**src/rtl/deser_lane_arbiter.sv**
```systemverilog
// Round-robin arbiter that lends one shared serial deserializer to N_LANES
// sources, one WORD_W-bit word per grant, returning the word tagged by lane.

module deser_lane_slot #(
    parameter int LW  = 2,
    parameter int IDX = 0
) (
    input  logic          req,
    input  logic [LW-1:0] rr_ptr,
    output logic          hi_req
);
    // Request that sits at or above the round-robin pointer wins before wrap.
    assign hi_req = req && (LW'(IDX) >= rr_ptr);
endmodule

module deser_lane_arbiter #(
    parameter int N_LANES  = 4,
    parameter int WORD_W   = 16,
    parameter int WAIT_MAX = 4
) (
    input  logic                       clk_i,
    input  logic                       arst_n_i,
    input  logic [N_LANES-1:0]         req_i,
    input  logic [N_LANES-1:0]         data_i,
    input  logic [N_LANES-1:0]         data_val_i,
    output logic [N_LANES-1:0]         gnt_o,
    output logic                       ser_data_o,
    output logic                       ser_data_val_o,
    output logic                       deser_flush_o,
    input  logic [WORD_W-1:0]          deser_data_i,
    input  logic                       deser_data_val_i,
    output logic [WORD_W-1:0]          word_o,
    output logic [$clog2(N_LANES)-1:0] word_lane_o,
    output logic                       word_val_o,
    output logic                       err_o
);
    localparam int LW = $clog2(N_LANES);
    localparam int BW = $clog2(WORD_W) + 1;
    localparam int WW = $clog2(WAIT_MAX + 1);

    typedef enum logic [1:0] {S_IDLE, S_STREAM, S_WAIT, S_FLUSH} state_t;

    state_t          state, state_nxt;
    logic [LW-1:0]   lane, lane_nxt;
    logic [LW-1:0]   rr_ptr, rr_ptr_nxt;
    logic [BW-1:0]   bit_cnt, bit_cnt_nxt;
    logic [WW-1:0]   wait_cnt, wait_cnt_nxt;

    logic [N_LANES-1:0] gnt_nxt;
    logic               ser_data_nxt, ser_val_nxt, flush_nxt, err_nxt, word_val_nxt;
    logic [WORD_W-1:0]  word_nxt;
    logic [LW-1:0]      word_lane_nxt;

    logic [N_LANES-1:0] hi_req;
    logic [LW-1:0]      pick, lane_inc;
    logic               req_sel, val_sel, dat_sel;
    logic               bit_acc, last_bit, abort, word_hit, tmo;

    for (genvar g = 0; g < N_LANES; g++) begin : g_slot
        deser_lane_slot #(.LW(LW), .IDX(g)) u_slot (
            .req    (req_i[g]),
            .rr_ptr (rr_ptr),
            .hi_req (hi_req[g])
        );
    end

    // Lowest requester at/above rr_ptr; otherwise wrap to lowest requester overall.
    always_comb begin
        pick = '0;
        for (int i = N_LANES - 1; i >= 0; i--)
            if (req_i[i]) pick = LW'(i);
        for (int i = N_LANES - 1; i >= 0; i--)
            if (hi_req[i]) pick = LW'(i);
    end

    assign lane_inc = (lane == LW'(N_LANES - 1)) ? '0 : lane + 1'b1;
    assign req_sel  = req_i[lane];
    assign val_sel  = data_val_i[lane];
    assign dat_sel  = data_i[lane];

    // A dropped request wins over a same-cycle valid bit: that bit is discarded.
    assign abort    = (state == S_STREAM) && !req_sel;
    assign bit_acc  = (state == S_STREAM) && req_sel && val_sel;
    assign last_bit = bit_acc && (bit_cnt == BW'(WORD_W - 1));
    assign word_hit = (state == S_WAIT) && deser_data_val_i;
    assign tmo      = (state == S_WAIT) && !deser_data_val_i
                      && (wait_cnt == WW'(WAIT_MAX - 1));

    always_ff @(posedge clk_i or negedge arst_n_i) begin
        if (!arst_n_i) state <= S_IDLE;
        else           state <= state_nxt;
    end

    always_comb begin
        state_nxt = state;
        case (state)
            S_IDLE:   if (|req_i) state_nxt = S_STREAM;
            S_STREAM: if (abort) state_nxt = S_FLUSH;
                      else if (last_bit) state_nxt = S_WAIT;
            S_WAIT:   if (word_hit) state_nxt = S_IDLE;
                      else if (tmo) state_nxt = S_FLUSH;
            S_FLUSH:  state_nxt = S_IDLE;
            default:  state_nxt = S_IDLE;
        endcase
    end

    // Next values for the registered outputs; flush/err are set on entry to
    // FLUSH so they are high for exactly the one FLUSH cycle.
    always_comb begin
        gnt_nxt       = gnt_o;
        ser_data_nxt  = ser_data_o;
        ser_val_nxt   = 1'b0;
        flush_nxt     = 1'b0;
        err_nxt       = 1'b0;
        word_nxt      = word_o;
        word_lane_nxt = word_lane_o;
        word_val_nxt  = 1'b0;
        lane_nxt      = lane;
        rr_ptr_nxt    = rr_ptr;
        bit_cnt_nxt   = bit_cnt;
        wait_cnt_nxt  = wait_cnt;
        case (state)
            S_IDLE: begin
                if (|req_i) begin
                    lane_nxt      = pick;
                    gnt_nxt       = '0;
                    gnt_nxt[pick] = 1'b1;
                    bit_cnt_nxt   = '0;
                end
            end
            S_STREAM: begin
                if (abort) begin
                    gnt_nxt    = '0;
                    flush_nxt  = 1'b1;
                    err_nxt    = 1'b1;
                    rr_ptr_nxt = lane_inc;
                end else if (bit_acc) begin
                    ser_data_nxt = dat_sel;
                    ser_val_nxt  = 1'b1;
                    bit_cnt_nxt  = bit_cnt + 1'b1;
                    if (last_bit) wait_cnt_nxt = '0;
                end
            end
            S_WAIT: begin
                if (word_hit) begin
                    word_nxt      = deser_data_i;
                    word_lane_nxt = lane;
                    word_val_nxt  = 1'b1;
                    gnt_nxt       = '0;
                    rr_ptr_nxt    = lane_inc;
                end else begin
                    wait_cnt_nxt = wait_cnt + 1'b1;
                    if (tmo) begin
                        gnt_nxt    = '0;
                        flush_nxt  = 1'b1;
                        err_nxt    = 1'b1;
                        rr_ptr_nxt = lane_inc;
                    end
                end
            end
            default: ;
        endcase
    end

    always_ff @(posedge clk_i or negedge arst_n_i) begin
        if (!arst_n_i) begin
            gnt_o          <= '0;
            ser_data_o     <= 1'b0;
            ser_data_val_o <= 1'b0;
            deser_flush_o  <= 1'b0;
            err_o          <= 1'b0;
            word_o         <= '0;
            word_lane_o    <= '0;
            word_val_o     <= 1'b0;
            lane           <= '0;
            rr_ptr         <= '0;
            bit_cnt        <= '0;
            wait_cnt       <= '0;
        end else begin
            gnt_o          <= gnt_nxt;
            ser_data_o     <= ser_data_nxt;
            ser_data_val_o <= ser_val_nxt;
            deser_flush_o  <= flush_nxt;
            err_o          <= err_nxt;
            word_o         <= word_nxt;
            word_lane_o    <= word_lane_nxt;
            word_val_o     <= word_val_nxt;
            lane           <= lane_nxt;
            rr_ptr         <= rr_ptr_nxt;
            bit_cnt        <= bit_cnt_nxt;
            wait_cnt       <= wait_cnt_nxt;
        end
    end
endmodule
```
**config.mk**
```make
export PLATFORM = sky130hd
export DESIGN_NAME = deser_lane_arbiter
export DESIGN_NICKNAME = d
export VERILOG_FILES = /design/src/rtl/deser_lane_arbiter.sv
export SDC_FILE = /design/constraint.sdc
export NUM_CORES = 1
export LEC_CHECK = 0
export BUFFER_PORTS_ARGS = -buffer_cell sky130_fd_sc_hd__buf_2
export CAP_MARGIN = 15
export CORE_UTILIZATION = 50
export CTS_BUF_LIST = sky130_fd_sc_hd__clkbuf_8
export DETAILED_ROUTE_END_ITERATION = 10
export MAX_ROUTING_LAYER = met4
export PLACE_DENSITY = 0.8
export SYNTH_ARGS = -nofsm -noshare
export SYNTH_HDL_FRONTEND = slang
export SYNTH_SLANG_ARGS = --single-unit
```
**constraint.sdc**
```tcl
create_clock -name clk_i -period 3.7 [get_ports clk_i]
set_clock_uncertainty 0.1 [all_clocks]
set_input_delay 0.74 -clock clk_i [delete_from_list [all_inputs] [get_ports clk_i]]
set_output_delay 0.74 -clock clk_i [all_outputs]
set_load 0.01 [all_outputs]
```
Yosys cells after proc, flatten, opt, wreduce, memory -nomap -nowiden
Cells that the tools add are included.

operators by class
  $add $sub $neg = 3
  magnitude comparators = 7
  equal/unequal tests = 14
  multiplexer cells = 50
  divide/modulo/power cells = 0
  multiply operators = 0
  bitwise logic cells = 1
  shift-type cells = 0
  reduce and logical (&&, ||, !) cells = 27

operators with widths
  operator               count
  $mux W2                17
  $mux W4                4
  $mux W5                3
  $logic_and A1 B1 Y1    12
  $mux W1                12
  $mux W3                4
  $ne A2 B2 Y1 const B   6
  $pmux W4 S3            1
  $pmux W5 S2            1
  $reduce_and A3 Y1      3
  $pmux W2 S4            1
  $reduce_and A4 Y1      2
  $bmux W1 S2            3
  $eq A2 B2 Y1 const B   3
  $lt A2 B3 Y1 const B   2
  $ne A3 B3 Y1 const B   2
  $pmux W3 S2            1
  $add A5 B1 Y5 const B  1
  $eq A5 B4 Y1 const B   1
  $reduce_and A5 Y1      1
  $ge A1 B2 Y1 const A   2
  $ge A2 B2 Y1 const A   2
  $pmux W2 S2            1
  $reduce_and A2 Y1      2
  other kinds (13)       15

storage, ports and cells
  bits in read-only memories = 0
  latch bits = 0
  register bits after elaboration = 40
  memories kept = 0
  bits in writable memories = 0

Longest topological paths before layout
  depth after elaboration = 14
  gate-level depth with buffers = 8
  gate-level depth less buffers = 8

By module
A second synthesis with hierarchy kept.

second synthesis, totals
  cells, all modules = 164
  area total of the unflattened synthesis = 1,991.9 µm²

modules (own cells, without submodules)
  module                               area each (µm²)  instances  cells each  sequential area each (µm²)
  deser_lane_arbiter                   1,946.9          1          160         1,001.0
  deser_lane_slot at g_slot[1].u_slot  13.8             1          1           0.0
  deser_lane_slot at g_slot[0].u_slot  12.5             1          1           0.0
  deser_lane_slot at g_slot[2].u_slot  11.3             1          1           0.0
  deser_lane_slot at g_slot[3].u_slot  7.5              1          1           0.0

Worst setup path after synthesis
OpenSTA, ideal clock, no wires.

  kind = input to register
  start = input req_i[3]
  end = register gnt_o[2]
  stages on the path = 5
  arrival time = 2.088 ns
  setup slack = 1.438 ns
  required time = 3.526 ns
  cells stage by stage = mux4_2 -> nand2_4 -> nand3b_4 -> or4_4 -> o21ai_2

between the ends
  cells in the longest elaborated chain, start to end = 14

RTL lines
  element                                                             line  text
  from (decl)                                                         23    input logic [N_LANES-1:0] req_i,
  $mux W2 (4 in series)                                               71    if (req_i[i]) pick = LW'(i);
  $mux W2 (4 in series)                                               73    if (hi_req[i]) pick = LW'(i);
  $lt A2 B3 Y1 (implied by the code) or $ge A2 B1 Y1 (tied branches)  127   gnt_nxt[pick] = 1'b1;
  $logic_and A1 B1 Y1 (implied by the code)                           127
  $mux W1 (implied by the code)                                       127
  $demux W1 S2                                                        127
  $mux W4                                                             124   if (|req_i) begin
  $pmux W4 S3                                                         122   case (state)
  to (signal assigned)                                                180   gnt_o <= gnt_nxt;
  to (decl)                                                           26    output logic [N_LANES-1:0] gnt_o,

Several ways; a longest one is shown, not always the timed one. The select of a mux whose other input is x is not followed.
A chain may end at the register's enable or synchronous reset.

Worst setup path after layout
  start = register lane[1]
  end = register gnt_o[2]

between the ends
  cells in the longest elaborated chain, start to end = 6

RTL lines
  element                             line  text
  from (decl)                         44    logic [LW-1:0] lane, lane_nxt;
  from (signal assigned)              188   lane <= lane_nxt;
  $bmux W1 S2                         77    assign req_sel = req_i[lane];
  $mux W1 (implied by the code)       77
  $logic_not A1 Y1                    82    assign abort = (state == S_STREAM) && !req_sel;
  $logic_and A1 B1 Y1                 82
  $ne A2 B2 Y1 (no source line)       --
  $reduce_and A4 Y1 (no source line)  --

No other way between the ends. The select of a mux whose other input is x is not followed.

==> metrics <==
outcome finished, final reports clean; register bit total from synthesis 40; post-cts resize count 0; Power Total 1.86 mW; Inserted Clock Buffers 5; most frequent cells after synthesis dfrtp_1, mux2_2, nand2_1; H-tree depth 2; pins over their slew limit 0; Max stage delay on crit path 630 ps; Reg2Reg Setup Slack 1460 ps; post-synthesis simple-gate area fraction 11.6%; post-synthesis area per instance 12.3 sq um; Detailed Routing Iterations Pass 1 4; area share of the largest cell type after synthesis 49.7%; first-pass GRT wire length 6.24 mm; Min-Delay Endpoint gnt_o[2]; synth warn 0; main flop type after synthesis dfrtp_1; setup TNS 0 ps; largest net degree at the start of global routing 41; Hold Violations, Final 0; CP max stage cell mux4_2; hold depth 2; gpl congestion 0.753; Post-synth EDFFs 0; die area 4290 sq um; GRT Util Overall 19.9%; FF-to-FF path depth 5; total wire length 3.62 mm; leak pwr 1.20 nW; ANT cells 0; CTS root buf clkbuf_8; maximum clock insertion buffer count 2; via count 1423; post-synthesis adder-cell area fraction 6.21%; CP Cell Sequence mux4_2, nand2_4, nand3b_4, or4_4, o21ai_2; DR WL/cell 13.4 um; Setup CP Type reg -> reg; post-synthesis xor/xnor area fraction 0.869%; mux cell area share after synthesis 18.0%; Post-Syn Area 2020 sq um; Worst Path Required 3830 ps; top post-synthesis cells by area dfrtp_1, mux2_2, ha_1; Core Box Area 3770 sq um; post-synth top area cell dfrtp_1; count leader, synth dfrtp_1; CTS sink cnt 40; Ports 58; Syn Nets 205; min Tclk post-route 2240 ps; CTS tree yes; worst hold path class reg -> reg; Detailed Route Iter0 Violations 35; RSZ-0062 raised after global routing false; Port Buffers 57; Netlist cell types 41; vias in the first global route 1450; layout cells sized above 1 44.1%; # hold bufs at CTS 0; DP HPWL 2.76 mm; crit path capture type register; initial antenna violation count 0; P per Cell Area 774 nW/um^2; Seq/Total Area, Yosys 49.7%; global route overflow 0; area delta synth->final 19.3%; Final Core Density 63.8%; max_cap viols 0; Die Ht 65.5 um; nets@finish 262; Worst VDD drop 469 uV; initial core utilization 53.5%; DRC Markers 0; part of the cycle the worst path needs 60.5%; number of setup buffers added after CTS 0; min-delay src gnt_o[2]; die width 65.5 um; peak fanout along the critical path 8; slew margin rel. 43.4%; asr flop ratio synth 100%; Setup crit start kind register; f_max 0.446 GHz; Final Setup Violations 0; post-synthesis cell count 164; Worst-path clk slew 80 ps; Vias/cell 5.27; Synth Area in Compound Gates 9.93%; Critical R2R Launch lane[1]; reg-to-reg endpoint gnt_o[2]; clock latency on the worst-skew pair 290 ps; DRT antenna net count 0; Slew @ Worst Pin 849 ps; Critical Path AT 2370 ps; main combinational cell family by area after synthesis multiplexers; row count 22
==> metrics by stage <==
step / hold slack, ps / cell area [sq um] / instances / setup WS, ps
after CTS: 385 / 2400 / 270 / 1440
after global placement: 375 / 2310 / 262 / 1260
after detailed placement: 366 / 2310 / 262 / 1240
final: 380 / 2400 / 270 / 1460
after floorplan: 344 / 2020 / 164 / 1440
after global routing: 406 / 2400 / 270 / 1350
==> flip-flops by register name (all words and copies together), names as in the netlist <==
name / count
ser_data_val_o: 1
wait_cnt: 3
gnt_o: 4
word_val_o: 1
ser_data_o: 1
bit_cnt: 5
state: 2
lane: 2
word_lane_o: 2
rr_ptr: 2
err_o: 1
word_o: 16
==> layer usage <==
metal  part of all wire [%]  track usage [%]
met5                      0                -
met4                    1.2             7.34
met3                    4.3             3.13
met2                     48             32.3
met1                     46             25.1
==> final cells by class <==
cell class / count / area [sq um]
clock buffers: 5 / 68.8
multi-input cells: 110 / 940
fillers: 305 / 1370
inverters: 7 / 26.3
flip-flops and latches: 40 / 1000
repair buffers: 57 / 285
well taps: 48 / 60.1
clock inverters: 3 / 23.8
==> worst max-delay path: cells and delay by family, from the launching register on <==
kind,cells,cell delay [ps]
multiplexers,1,630
flip-flops,1,570
AND/OR/NAND/NOR,3,760
AO/OA/AOI/OAI,1,120
==> worst max path at each step <==
stage | start | to | slack, ps
2_1_floorplan | req_i[3] | gnt_o[2] | 1440
3_3_place_gp | req_i[3] | gnt_o[3] | 1260
3_5_place_dp | req_i[3] | gnt_o[2] | 1240
4_1_cts | lane[1] | gnt_o[2] | 1440
5_1_grt | state[0] | wait_cnt[1] | 1350
6_report | lane[1] | gnt_o[2] | 1460
==> where the power goes <==
part | total [mW] | leakage [nW] | switching [mW] | internal (mW)
combinational | 0.839 | 0.657 | 0.412 | 0.426
clock | 0.289 | 0.0404 | 0.155 | 0.133
sequential | 0.733 | 0.505 | 0.126 | 0.607
==> placed cells by master, fill, tap and decap left out, types with 3 or more instances in the layout <==
cell      netlist  routed
nor2_1          4       4
inv_1           7       7
mux2i_1         4       4
buf_2           0      57
ha_1           10      10
nand2b_1        3       3
a22o_1          4       4
o21ai_0        10      10
dfrtp_1        40      40
mux2_2         22      22
a21oi_1         5       5
nor2b_1         3       3
nand2_1        12      12
clkbuf_8        0       5
==> kinds of logic (layout without fill, tap and decap cells) <==
| logic type | after synthesis | in the layout |
|---|---|---|
| xor gates and xnor gates | 2 | 2 |
| DFF | 40 | 40 |
| muxes | 29 | 29 |
| AOI/OAI and AO/OA | 31 | 31 |
| adders and majority gates | 10 | 10 |
| and+or+nand+nor | 38 | 38 |
| buffers and inverters | 14 | 72 |
Power figures use the tool's default switching activity.
